## config.mk

```make
export PLATFORM = sky130hd
export DESIGN_NAME = inst_sequencer
export DESIGN_NICKNAME = d
export VERILOG_FILES = /design/src/rtl/inst_pkg.sv /design/src/rtl/seq_wait_counter.sv /design/src/rtl/inst_sequencer.sv
export SDC_FILE = /design/constraint.sdc
export NUM_CORES = 1
export LEC_CHECK = 0
export CAP_MARGIN = 0
export CORE_MARGIN = 5
export CORE_UTILIZATION = 48
export CTS_CLUSTER_SIZE = 16
export DETAILED_ROUTE_END_ITERATION = 12
export PLACE_DENSITY = 0.95
export SETUP_SLACK_MARGIN = 0.5
export SLEW_MARGIN = 30
export SYNTH_ARGS = -nofsm -noshare
export SYNTH_HDL_FRONTEND = slang
export SYNTH_SLANG_ARGS = --single-unit
```

## constraint.sdc

```tcl
create_clock -name clk -period 3.8 [get_ports clk]
set_input_delay 0.38 -clock clk [delete_from_list [all_inputs] [get_ports clk]]
set_output_delay 0.38 -clock clk [all_outputs]
set_load 0.005 [all_outputs]
```

## src/rtl/inst_pkg.sv

```systemverilog
// inst_pkg: shared state encoding, decoder field encodings and PC step for inst_sequencer
package inst_pkg;
    typedef enum logic [2:0] {
        IDLE,
        DECODE,
        EXEC,
        MEM_WAIT,
        WB,
        BRANCH,
        TRAP
    } state_e;
    localparam logic [1:0] IT_DATA   = 2'b00;
    localparam logic [1:0] IT_MEM    = 2'b01;
    localparam logic [1:0] IT_BRANCH = 2'b10;
    localparam logic [1:0] MT_LOAD   = 2'b00;
    localparam logic [1:0] MT_STORE  = 2'b01;
    localparam logic [1:0] BT_JUMP   = 2'b00;
    localparam logic [1:0] BT_BEQ    = 2'b01;
    localparam logic [1:0] BT_BNE    = 2'b10;
    localparam logic [1:0] BT_RSVD   = 2'b11;
    localparam int PC_INC = 4;
endpackage

```

## src/rtl/seq_wait_counter.sv

```systemverilog
// seq_wait_counter: loadable down-counter whose done flag marks the last cycle of a wait
module seq_wait_counter #(
    parameter int unsigned W = 4
) (
    input  logic         clk,
    input  logic         rst,
    input  logic         load,
    input  logic [W-1:0] load_val,
    input  logic         dec,
    output logic         done
);
    logic [W-1:0] cnt_q, cnt_d;
    // load has priority; decrement stops at zero
    always_comb begin
        cnt_d = load ? load_val : (dec && cnt_q != '0) ? cnt_q - W'(1) : cnt_q;
    end
    // counter register
    always_ff @(posedge clk) begin
        if (rst) cnt_q <= '0;
        else     cnt_q <= cnt_d;
    end
    assign done = (cnt_q == '0);
endmodule

```

## src/rtl/inst_sequencer.sv

```systemverilog
// inst_sequencer: multi-cycle decode/exec/mem/branch sequencer; INST_SEQ_PERF_EN adds retire/stall counters
module inst_sequencer
    import inst_pkg::*;
#(
    parameter int unsigned     PC_W        = 32,
    parameter logic [PC_W-1:0] RESET_PC    = '0,
    parameter int unsigned     ALU_LAT     = 2,
    parameter int unsigned     MEM_TIMEOUT = 15
) (
    input  logic            clk,
    input  logic            rst,
`ifdef INST_SEQ_PERF_EN
    output logic [31:0]     retired_cnt,
    output logic [31:0]     stall_cnt,
`endif
    input  logic            inst_valid,
    input  logic [31:0]     inst,
    output logic            inst_ready,
    output logic [31:0]     ir_out,
    input  logic [1:0]      instype,
    input  logic [2:0]      datainstype,
    input  logic [1:0]      meminstype,
    input  logic [1:0]      branchinstype,
    input  logic            branch_eq,
    input  logic [PC_W-1:0] branch_target,
    input  logic            mem_ack,
    output logic            alu_start,
    output logic [2:0]      alu_op,
    output logic            mem_req,
    output logic            mem_we,
    output logic            reg_we,
    output logic [PC_W-1:0] pc,
    output logic            retire,
    output logic            trap
);
    localparam int unsigned AW = $clog2(ALU_LAT + 1);
    localparam int unsigned MW = $clog2(MEM_TIMEOUT + 1);

    state_e          state_q, state_d;
    logic [31:0]     ir_q, ir_d;
    logic [PC_W-1:0] pc_q, pc_d, pc_inc;
    logic [2:0]      alu_op_q, alu_op_d;
    logic [1:0]      br_q, br_d;
    logic            is_store_q, is_store_d;
    logic            inst_ready_q, inst_ready_d;
    logic            alu_start_q, alu_start_d;
    logic            mem_req_q, mem_req_d;
    logic            mem_we_q, mem_we_d;
    logic            reg_we_q, reg_we_d;
    logic            retire_q, retire_d;
    logic            trap_q, trap_d;
    logic            alu_load, alu_done, mem_load, mem_done, taken;

    seq_wait_counter #(.W(AW)) u_alu_cnt (
        .clk      (clk),
        .rst      (rst),
        .load     (alu_load),
        .load_val (AW'(ALU_LAT - 1)),
        .dec      (state_q == EXEC),
        .done     (alu_done)
    );

    seq_wait_counter #(.W(MW)) u_mem_cnt (
        .clk      (clk),
        .rst      (rst),
        .load     (mem_load),
        .load_val (MW'(MEM_TIMEOUT - 1)),
        .dec      (state_q == MEM_WAIT),
        .done     (mem_done)
    );

    assign pc_inc = pc_q + PC_W'(PC_INC);
    assign taken  = (br_q == BT_JUMP) || (br_q == BT_BEQ && branch_eq) || (br_q == BT_BNE && !branch_eq);

    // next state and next registered outputs; every output is set on the edge entering the cycle it marks
    always_comb begin
        state_d      = state_q;
        ir_d         = ir_q;
        pc_d         = pc_q;
        alu_op_d     = alu_op_q;
        br_d         = br_q;
        is_store_d   = is_store_q;
        inst_ready_d = 1'b0;
        alu_start_d  = 1'b0;
        mem_req_d    = 1'b0;
        mem_we_d     = 1'b0;
        reg_we_d     = 1'b0;
        retire_d     = 1'b0;
        trap_d       = 1'b0;
        alu_load     = 1'b0;
        mem_load     = 1'b0;
        case (state_q)
            IDLE: begin
                if (inst_valid) begin
                    ir_d    = inst;
                    state_d = DECODE;
                end else begin
                    inst_ready_d = 1'b1;
                end
            end
            DECODE: begin
                alu_op_d   = datainstype;
                br_d       = branchinstype;
                is_store_d = (meminstype == MT_STORE);
                if (instype == IT_DATA) begin
                    state_d     = EXEC;
                    alu_start_d = 1'b1;
                    alu_load    = 1'b1;
                end else if (instype == IT_MEM && !meminstype[1]) begin
                    state_d   = MEM_WAIT;
                    mem_req_d = 1'b1;
                    mem_we_d  = (meminstype == MT_STORE);
                    mem_load  = 1'b1;
                end else if (instype == IT_BRANCH && branchinstype != BT_RSVD) begin
                    state_d = BRANCH;
                end else begin
                    state_d = TRAP;
                end
            end
            EXEC: begin
                state_d = alu_done ? WB : EXEC;
            end
            MEM_WAIT: begin
                if (mem_ack) begin
                    state_d      = is_store_q ? IDLE : WB;
                    retire_d     = is_store_q;
                    inst_ready_d = is_store_q;
                    pc_d         = is_store_q ? pc_inc : pc_q;
                end else if (mem_done) begin
                    state_d = TRAP;
                end else begin
                    mem_req_d = 1'b1;
                    mem_we_d  = is_store_q;
                end
            end
            WB: begin
                state_d      = IDLE;
                reg_we_d     = 1'b1;
                retire_d     = 1'b1;
                inst_ready_d = 1'b1;
                pc_d         = pc_inc;
            end
            BRANCH: begin
                state_d      = IDLE;
                retire_d     = 1'b1;
                inst_ready_d = 1'b1;
                pc_d         = taken ? branch_target : pc_inc;
            end
            TRAP: begin
                state_d      = IDLE;
                trap_d       = 1'b1;
                inst_ready_d = 1'b1;
            end
            default: begin
                state_d      = IDLE;
                inst_ready_d = 1'b1;
            end
        endcase
    end

    // FSM state and registered outputs
    always_ff @(posedge clk) begin
        if (rst) begin
            state_q      <= IDLE;
            ir_q         <= '0;
            pc_q         <= RESET_PC;
            alu_op_q     <= '0;
            br_q         <= '0;
            is_store_q   <= 1'b0;
            inst_ready_q <= 1'b1;
            alu_start_q  <= 1'b0;
            mem_req_q    <= 1'b0;
            mem_we_q     <= 1'b0;
            reg_we_q     <= 1'b0;
            retire_q     <= 1'b0;
            trap_q       <= 1'b0;
        end else begin
            state_q      <= state_d;
            ir_q         <= ir_d;
            pc_q         <= pc_d;
            alu_op_q     <= alu_op_d;
            br_q         <= br_d;
            is_store_q   <= is_store_d;
            inst_ready_q <= inst_ready_d;
            alu_start_q  <= alu_start_d;
            mem_req_q    <= mem_req_d;
            mem_we_q     <= mem_we_d;
            reg_we_q     <= reg_we_d;
            retire_q     <= retire_d;
            trap_q       <= trap_d;
        end
    end

    assign inst_ready = inst_ready_q;
    assign ir_out     = ir_q;
    assign pc         = pc_q;
    assign alu_op     = alu_op_q;
    assign alu_start  = alu_start_q;
    assign mem_req    = mem_req_q;
    assign mem_we     = mem_we_q;
    assign reg_we     = reg_we_q;
    assign retire     = retire_q;
    assign trap       = trap_q;

`ifdef INST_SEQ_PERF_EN
    logic [31:0] retired_cnt_q, retired_cnt_d, stall_cnt_q, stall_cnt_d;
    // saturating counters: retirements and memory cycles spent without an ack
    always_comb begin
        retired_cnt_d = (retire_d && retired_cnt_q != '1) ? retired_cnt_q + 32'd1 : retired_cnt_q;
        stall_cnt_d   = (state_q == MEM_WAIT && !mem_ack && stall_cnt_q != '1) ? stall_cnt_q + 32'd1 : stall_cnt_q;
    end
    // counter registers
    always_ff @(posedge clk) begin
        if (rst) begin
            retired_cnt_q <= '0;
            stall_cnt_q   <= '0;
        end else begin
            retired_cnt_q <= retired_cnt_d;
            stall_cnt_q   <= stall_cnt_d;
        end
    end
    assign retired_cnt = retired_cnt_q;
    assign stall_cnt   = stall_cnt_q;
`endif
endmodule

```

==> results by group, run 1 <==
Outcome
  – Status: completed

Die
  – Die height: 101.3 um
  – Io pins: ~150
  – Core region area: roughly 8200 um^2
  – Row cnt: 33
  – DIE WIDTH: 101.3 um
  – Initial core utilization: about half
  – DIE AREA: approximately 10000 um^2

Place
  – Gpl congestion: between 0.9 and 1
  – DP Area: roughly 5600 um^2
  – DP Wirelength: 8904 um
  – Port Buffer Count: between 150 and 200

CTS
  – CTS Sinks: 86
  – CTS tree: done
  – CTS buffer count: 9
  – Clk buf depth: 2
  – # Post-CTS Setup Buffers: 0
  – CTS resizes: 0
  – Clk Latency, worst-skew pair: between 0.3 and 0.4 ns
  – Clk root buf: clkbuf_8
  – Hold buffer count at CTS: 0
  – Clock slew at reported path FFs: approximately 0.09 ns
  – CTS H-tree depth: 3

Global route
  – GR Overflow Total: 0
  – Largest net degree at the start of global routing: 87
  – GRT Total Usage: between 20% and 30%
  – First-pass GRT wire length: ~20000 um
  – Vias in the first global route: about 4200
  – Initial antenna violation count: 0

Setup path
  – CP cell instances: ha_1 > nand3_1 > nor3_2 > nand3_1 > or3_1 > a21oi_1
  – Worst R2R Setup Slack: 1.31 ns
  – Worst path required time: 4.07 ns
  – Most common cell on crit path: nand3_1
  – Type of origin of the critical path: register
  – Kind of critical path: register to register
  – Crit-path max FO: 16
  – Critical path's slowest cell: nor3_2
  – Crit end category: register
  – Worst path arrival time: 2.76 ns
  – CP max stage delay: between 0.8 and 0.9 ns

Yosys
  – Syn_area_per_cell: 7.828 um^2
  – Largest area contributor in the netlist: dfxtp_1
  – Count leader, synth: nand2_1
  – Ys Warns: 0
  – List of most frequent post-synthesis cells: 113 x nand2_1, 86 x dfxtp_1, 63 x a21oi_1, 25 x clkbuf_1, 22 x nor2_1
  – Total nets after synthesis: 593
  – Post-Syn Instances: roughly 510
  – Top cells by area, synth: dfxtp_1 43%, nand2_1 11%, a21oi_1 7.9%
  – Synthesized area: around 4000 um^2
  – Area share of the largest cell type after synthesis: a little over two fifths
  – Synth unique cells: 51
  – Top FF cell, synth: dfxtp_1
  – #FFs+latches synth: between 80 and 90
  – Asr flop ratio synth: 0%
  – Post-synth EDFFs: 0
  – Seq/Total Area, Yosys: a little over two fifths

STA
  – Worst slew pin tran: just under 1 ns
  – Max Clock Freq: 0.4010 GHz
  – Final Cycle Share: approximately 66%
  – Slew HR: 35.30%
  – Fin. Hold Viols: 0
  – Worst Skew: around 0.010 ns
  – Final min period: ~2.5 ns
  – Unrepaired setup endpoints after global routing: false
  – Setup TNS: 0 ns
  – Max-slew violation count: 0
  – Final number of setup-violating endpoints: 0

Detailed routing
  – Wire length per cell: 16.54 um
  – Antenna-violating nets left: 0
  – Via density: 5.850
  – Pre-antenna DRT Iters: 5
  – Post-Route WL: about 12000 um
  – Via count: between 4000 and 5000
  – DRC: 0
  – Iter 0 DRT Violations: 274

Pwr
  – Switching share of power: around a quarter
  – Seq pwr share: approximately 46%
  – P_int: roughly 1700 uW
  – Clk pwr share: about 35%
  – Leak: 0.001953 uW
  – Worst IR Drop VDD: about 0.30 mV
  – Comb power frac: between 10% and 20%
  – Pwr Density: ~390 nW/um^2
  – Switching Power: around 590 uW

Final layout
  – Nets: roughly 730
  – Layout cells sized above 1: about 5.4%
  – P&R area growth vs syn: 45.26%
  – Total inserted antenna cells: 0
  – Final core utilization: a little under three quarters
  – Final Cell Area: 5811 um^2

Flow run
  – Maxcap violations: 0

Hold path
  – Min-delay worst type: register to register
power groups by stage:
stage	Sequential (uW)	Clock, uW	Combinational [uW]
after floorplan	1050	0	193
after global placement	1050	0	425
after detailed placement	1060	0	440
after CTS	1040	794	444
after global routing	1050	841	486
final	1040	785	444
registers in the layout (all words and copies together), names as in the netlist:
| register | count |
|---|---|
| alu_op | 3 |
| alu_start | 1 |
| br_q | 2 |
| inst_ready | 1 |
| ir_out | 32 |
| is_store_q | 1 |
| mem_req | 1 |
| mem_we | 1 |
| pc | 32 |
| reg_we | 1 |
| retire | 1 |
| state_q | 3 |
| trap | 1 |
| u_alu_cnt.cnt_q | 2 |
| u_mem_cnt.cnt_q | 4 |
kinds of logic after synthesis:
family,Yosys count,share of synthesized area [%]
muxes,10,2.627
xor gates and xnor gates,4,0.8760
and+or+nand+nor,227,27.31
AOI/OAI and AO/OA,137,20.71
buffers and inverters,43,4.191
adders and majority gates,4,1.251
DFF,86,43.04
final timing paths:
kind / startpoint / endpoint / cells past startpoint
min: ir_out[19] / ir_out[19] / 2
min reg2reg: ir_out[19] / ir_out[19] / 2
max: pc[3] / pc[24] / 6
max reg2reg: pc[3] / pc[24] / 6
worst max-delay path, delay by kind of cell (launching register included):
family | cells | cell delay [ns]
compound gates | 1 | 0.16
fa+ha+maj | 1 | 0.26
flops | 1 | 0.45
simple gates | 4 | 1.53
layout by cell type (no fill, tap or decap), drive strengths merged, types with 6 or more instances in the layout:
cell and n:
a21oi 63, inv 10, nand3 12, mux2i 6, nor3 13, a22oi 13, a31oi 10, nand4 10
dfxtp 86, nor4 11, and3 7, o21ai 21, o22ai 6, clkdlybuf4s50 150, nor2 22, clkbuf 11
nand2 113, or3 14, buf 6, nand3b 7
layer usage:
layer,up-vias,GRT usage [%],share of wire [%]
met5,-,0,0
met1,2050,28.04,38
li1,2095,-,-
met2,235,40.64,49
met4,0,10.02,2.9
met3,37,7.369,9.3
area by class of cell:
type | instances | area (um^2)
Clock buffer | 11 | 141.4
Clock inverter | 5 | 106.4
Fill cell | 624 | 2365
Inverter | 10 | 37.54
Multi-Input combinational cell | 382 | 2128
Sequential cell | 86 | 1722
Tap cell | 105 | 131.4
Timing Repair Buffer | 156 | 1544
through the flow:
step	total power [uW]	cells	setup slack [ns]	hold slack [ns]
detailed placement	1498	739	1.269	0.4467
global placement	1479	739	1.287	0.4412
floorplan	1239	511	1.919	0.4357
finish	2269	755	1.306	0.4582
CTS	2275	755	1.351	0.4596
global route	2378	755	1.141	0.4752
(Power assumes the default switching activity.)
==> inputs of run 2 (changes only) <==
Settings changed: CORE_UTILIZATION 48 to 44, PLACE_DENSITY 0.95 to 0.89.
Clock period 3.8 ns to 2.57 ns, I/O delays scaled along.
==> run 2 against run 1 <==
Effect of this change:
- wire length shrank 0.68%
- core utilization decreased by 4.7 points
- fmax grew 26%
- critical path depth shrank 2
- first-iteration DRC count down 27%
- combinational power up 50%
- sequential power rose by 48%
- hold slack got worse by 0.015 ns
- final area increased by 0.58%
- final cell count increased by 1.1%
- sequential cell count unchanged
==> results by group, run 2 (synthesis gave the netlist of run 1 again) <==
CTS
  – CTS buffer count: 9
  – CTS H-tree depth: 3
  – Clk root buf: clkbuf_8
  – CTS Sinks: between 80 and 90
  – Clk Latency, worst-skew pair: approximately 0.35 ns
  – Clock slew at reported path FFs: approximately 0.090 ns
  – CTS tree: done
  – Clk buf depth: 2
  – Hold buffer count at CTS: 0

Die
  – DIE WIDTH: ~110 um
  – Io pins: 152
  – Initial core utilization: around 45%
  – Row cnt: 34
  – Die height: between 100 and 150 um
  – Core region area: around 8800 um^2
  – DIE AREA: about 11000 um^2

Global route
  – GRT Total Usage: between 20% and 30%
  – Initial antenna violation count: 0
  – GR Overflow Total: 0
  – Largest net degree at the start of global routing: between 80 and 90
  – First-pass GRT wire length: approximately 20000 um
  – Vias in the first global route: 4120

STA
  – Worst Setup Slack, final: between 0.5 and 0.6 ns
  – Max Clock Freq: around 0.51 GHz
  – Hold_ws: 0.4427 ns
  – Max-slew violation count: 0
  – Slew HR: between 60% and 70%
  – Final min period: slightly below 2 ns
  – Fin. Hold Viols: 0
  – Final number of setup-violating endpoints: 0
  – Setup TNS: 0 ns
  – Final Cycle Share: between 70% and 80%
  – Worst slew pin tran: roughly 0.57 ns
  – Unrepaired setup endpoints after global routing: true
  – Worst Skew: between 0.007 and 0.008 ns

Pwr
  – Clk pwr share: 29.5%
  – Total power: roughly 3100 uW
  – Pwr Density: ~540 nW/um^2
  – Switching share of power: between 20% and 30%
  – Seq pwr share: 49.2%
  – P_int: around 2300 uW
  – Worst IR Drop VDD: around 0.32 mV
  – Switching Power: around 870 uW
  – Comb power frac: about a fifth
  – Leak: 0.001957 uW

Final layout
  – Most frequent cells in the layout: 150 x clkdlybuf4s50_1, 113 x nand2_1, 80 x dfxtp_1
  – Total inserted antenna cells: 0
  – Layout cells sized above 1: 7.176%
  – Most common cell after layout, fill and taps aside: clkdlybuf4s50_1
  – Nets: approximately 730
  – P&R area growth vs syn: 46.11%

Setup path
  – Crit end category: register
  – Critical path's slowest cell: or4b_2
  – Worst R2R Setup Slack: ~0.59 ns
  – Kind of critical path: register to register
  – Worst path required time: roughly 2.8 ns
  – CP max stage delay: about 0.68 ns
  – Type of origin of the critical path: register
  – Worst path arrival time: around 2.2 ns
  – Crit-path max FO: 11
  – CP cell instances: nand2b_1 > or2_4 > or4b_2 > a211oi_1
  – Worst reg2reg path endpoint: mem_req
  – R2R Path Start: state_q[2]
  – Worst Setup SP: state_q[2]
  – Reg2Reg Depth: 4
  – Critical Path End: mem_req

Place
  – Port Buffer Count: about 150
  – Setup WS pre-CTS: around 0.30 ns
  – DP Wirelength: roughly 9000 um
  – Gpl congestion: ~0.9

Detailed routing
  – Post-Route WL: 12410 um
  – Via count: around 4400
  – Antenna-violating nets left: 0
  – Pre-antenna DRT Iters: 5
  – Via density: 5.710
  – DRC: 0
  – Iter 0 DRT Violations: about 200
  – Wire length per cell: ~16 um

Outcome
  – Status: completed

Hold path
  – Min-delay worst type: input pin to register

Flow run
  – Maxcap violations: 0
## run 2: cell count changes in the layout (fill, tap and decap cells not counted), moves of 2 or more
cell	delta
dfxtp_1	-6
dfxtp_2	+5
buf_4	+3
buf_12	+2
bufinv_16	-2
clkinvlp_4	+2
## run 2: power groups by stage
stage | Sequential [uW] | Combinational [uW] | Clock (uW)
final | 1540 | 668 | 923
after global routing | 1560 | 729 | 1010
after CTS | 1540 | 669 | 948
after detailed placement | 1570 | 663 | 0
after global placement | 1560 | 644 | 0
after floorplan | 1550 | 286 | 0
## run 2: worst min path at each step
stage | start | endpoint | slack, ns | cells past startpoint
after floorplan | instype[1] | alu_start | 0.34 | 1
after global placement | ir_out[27] | ir_out[27] | 0.44 | 2
after detailed placement | ir_out[19] | ir_out[19] | 0.45 | 2
after CTS | rst | state_q[1] | 0.42 | 3
after global routing | inst[17] | ir_out[17] | 0.43 | 3
final | inst[17] | ir_out[17] | 0.44 | 3
## run 2: final cells by class
cell class                 instances  area (um^2)
inverter                          10        37.54
timing repair buffer             162         1618
tap                              108        135.1
fill                             697         2962
clock buffer                      10        127.6
sequential                        86         1732
multi-input combinational        382         2133
clock inverter                     5        61.31
## run 2: critical path: cells and delay by family (launching register included)
family,cells,cell delay [ns]
simple gates,3,1.28
flops,1,0.37
compound gates,1,0.25
## run 2: timing repair
item / CTS / global route
setup endpoints to repair: 8 / 22
gates cloned: 0 / 0
setup buffers: 0 / 1
resized for setup: 3 / 9
pin swaps: 0 / 1
## run 2: per-stage QoR
stage,instance area [um^2],instances,util [%]
2_1_floorplan,4000,511,-
3_3_place_gp,5615,747,63.77
3_5_place_dp,5615,747,63.77
4_1_cts,5816,762,66.04
5_1_grt,5844,763,66.37
6_report,5844,763,66.37
## run 2: layer usage
metal | track usage [%] | share of wire (%) | vias up
met5 | 0 | 0 | -
met4 | 8.247 | 2.3 | 0
met3 | 6.112 | 11 | 27
met2 | 36.89 | 49 | 224
met1 | 25.86 | 38 | 2002
li1 | - | - | 2104
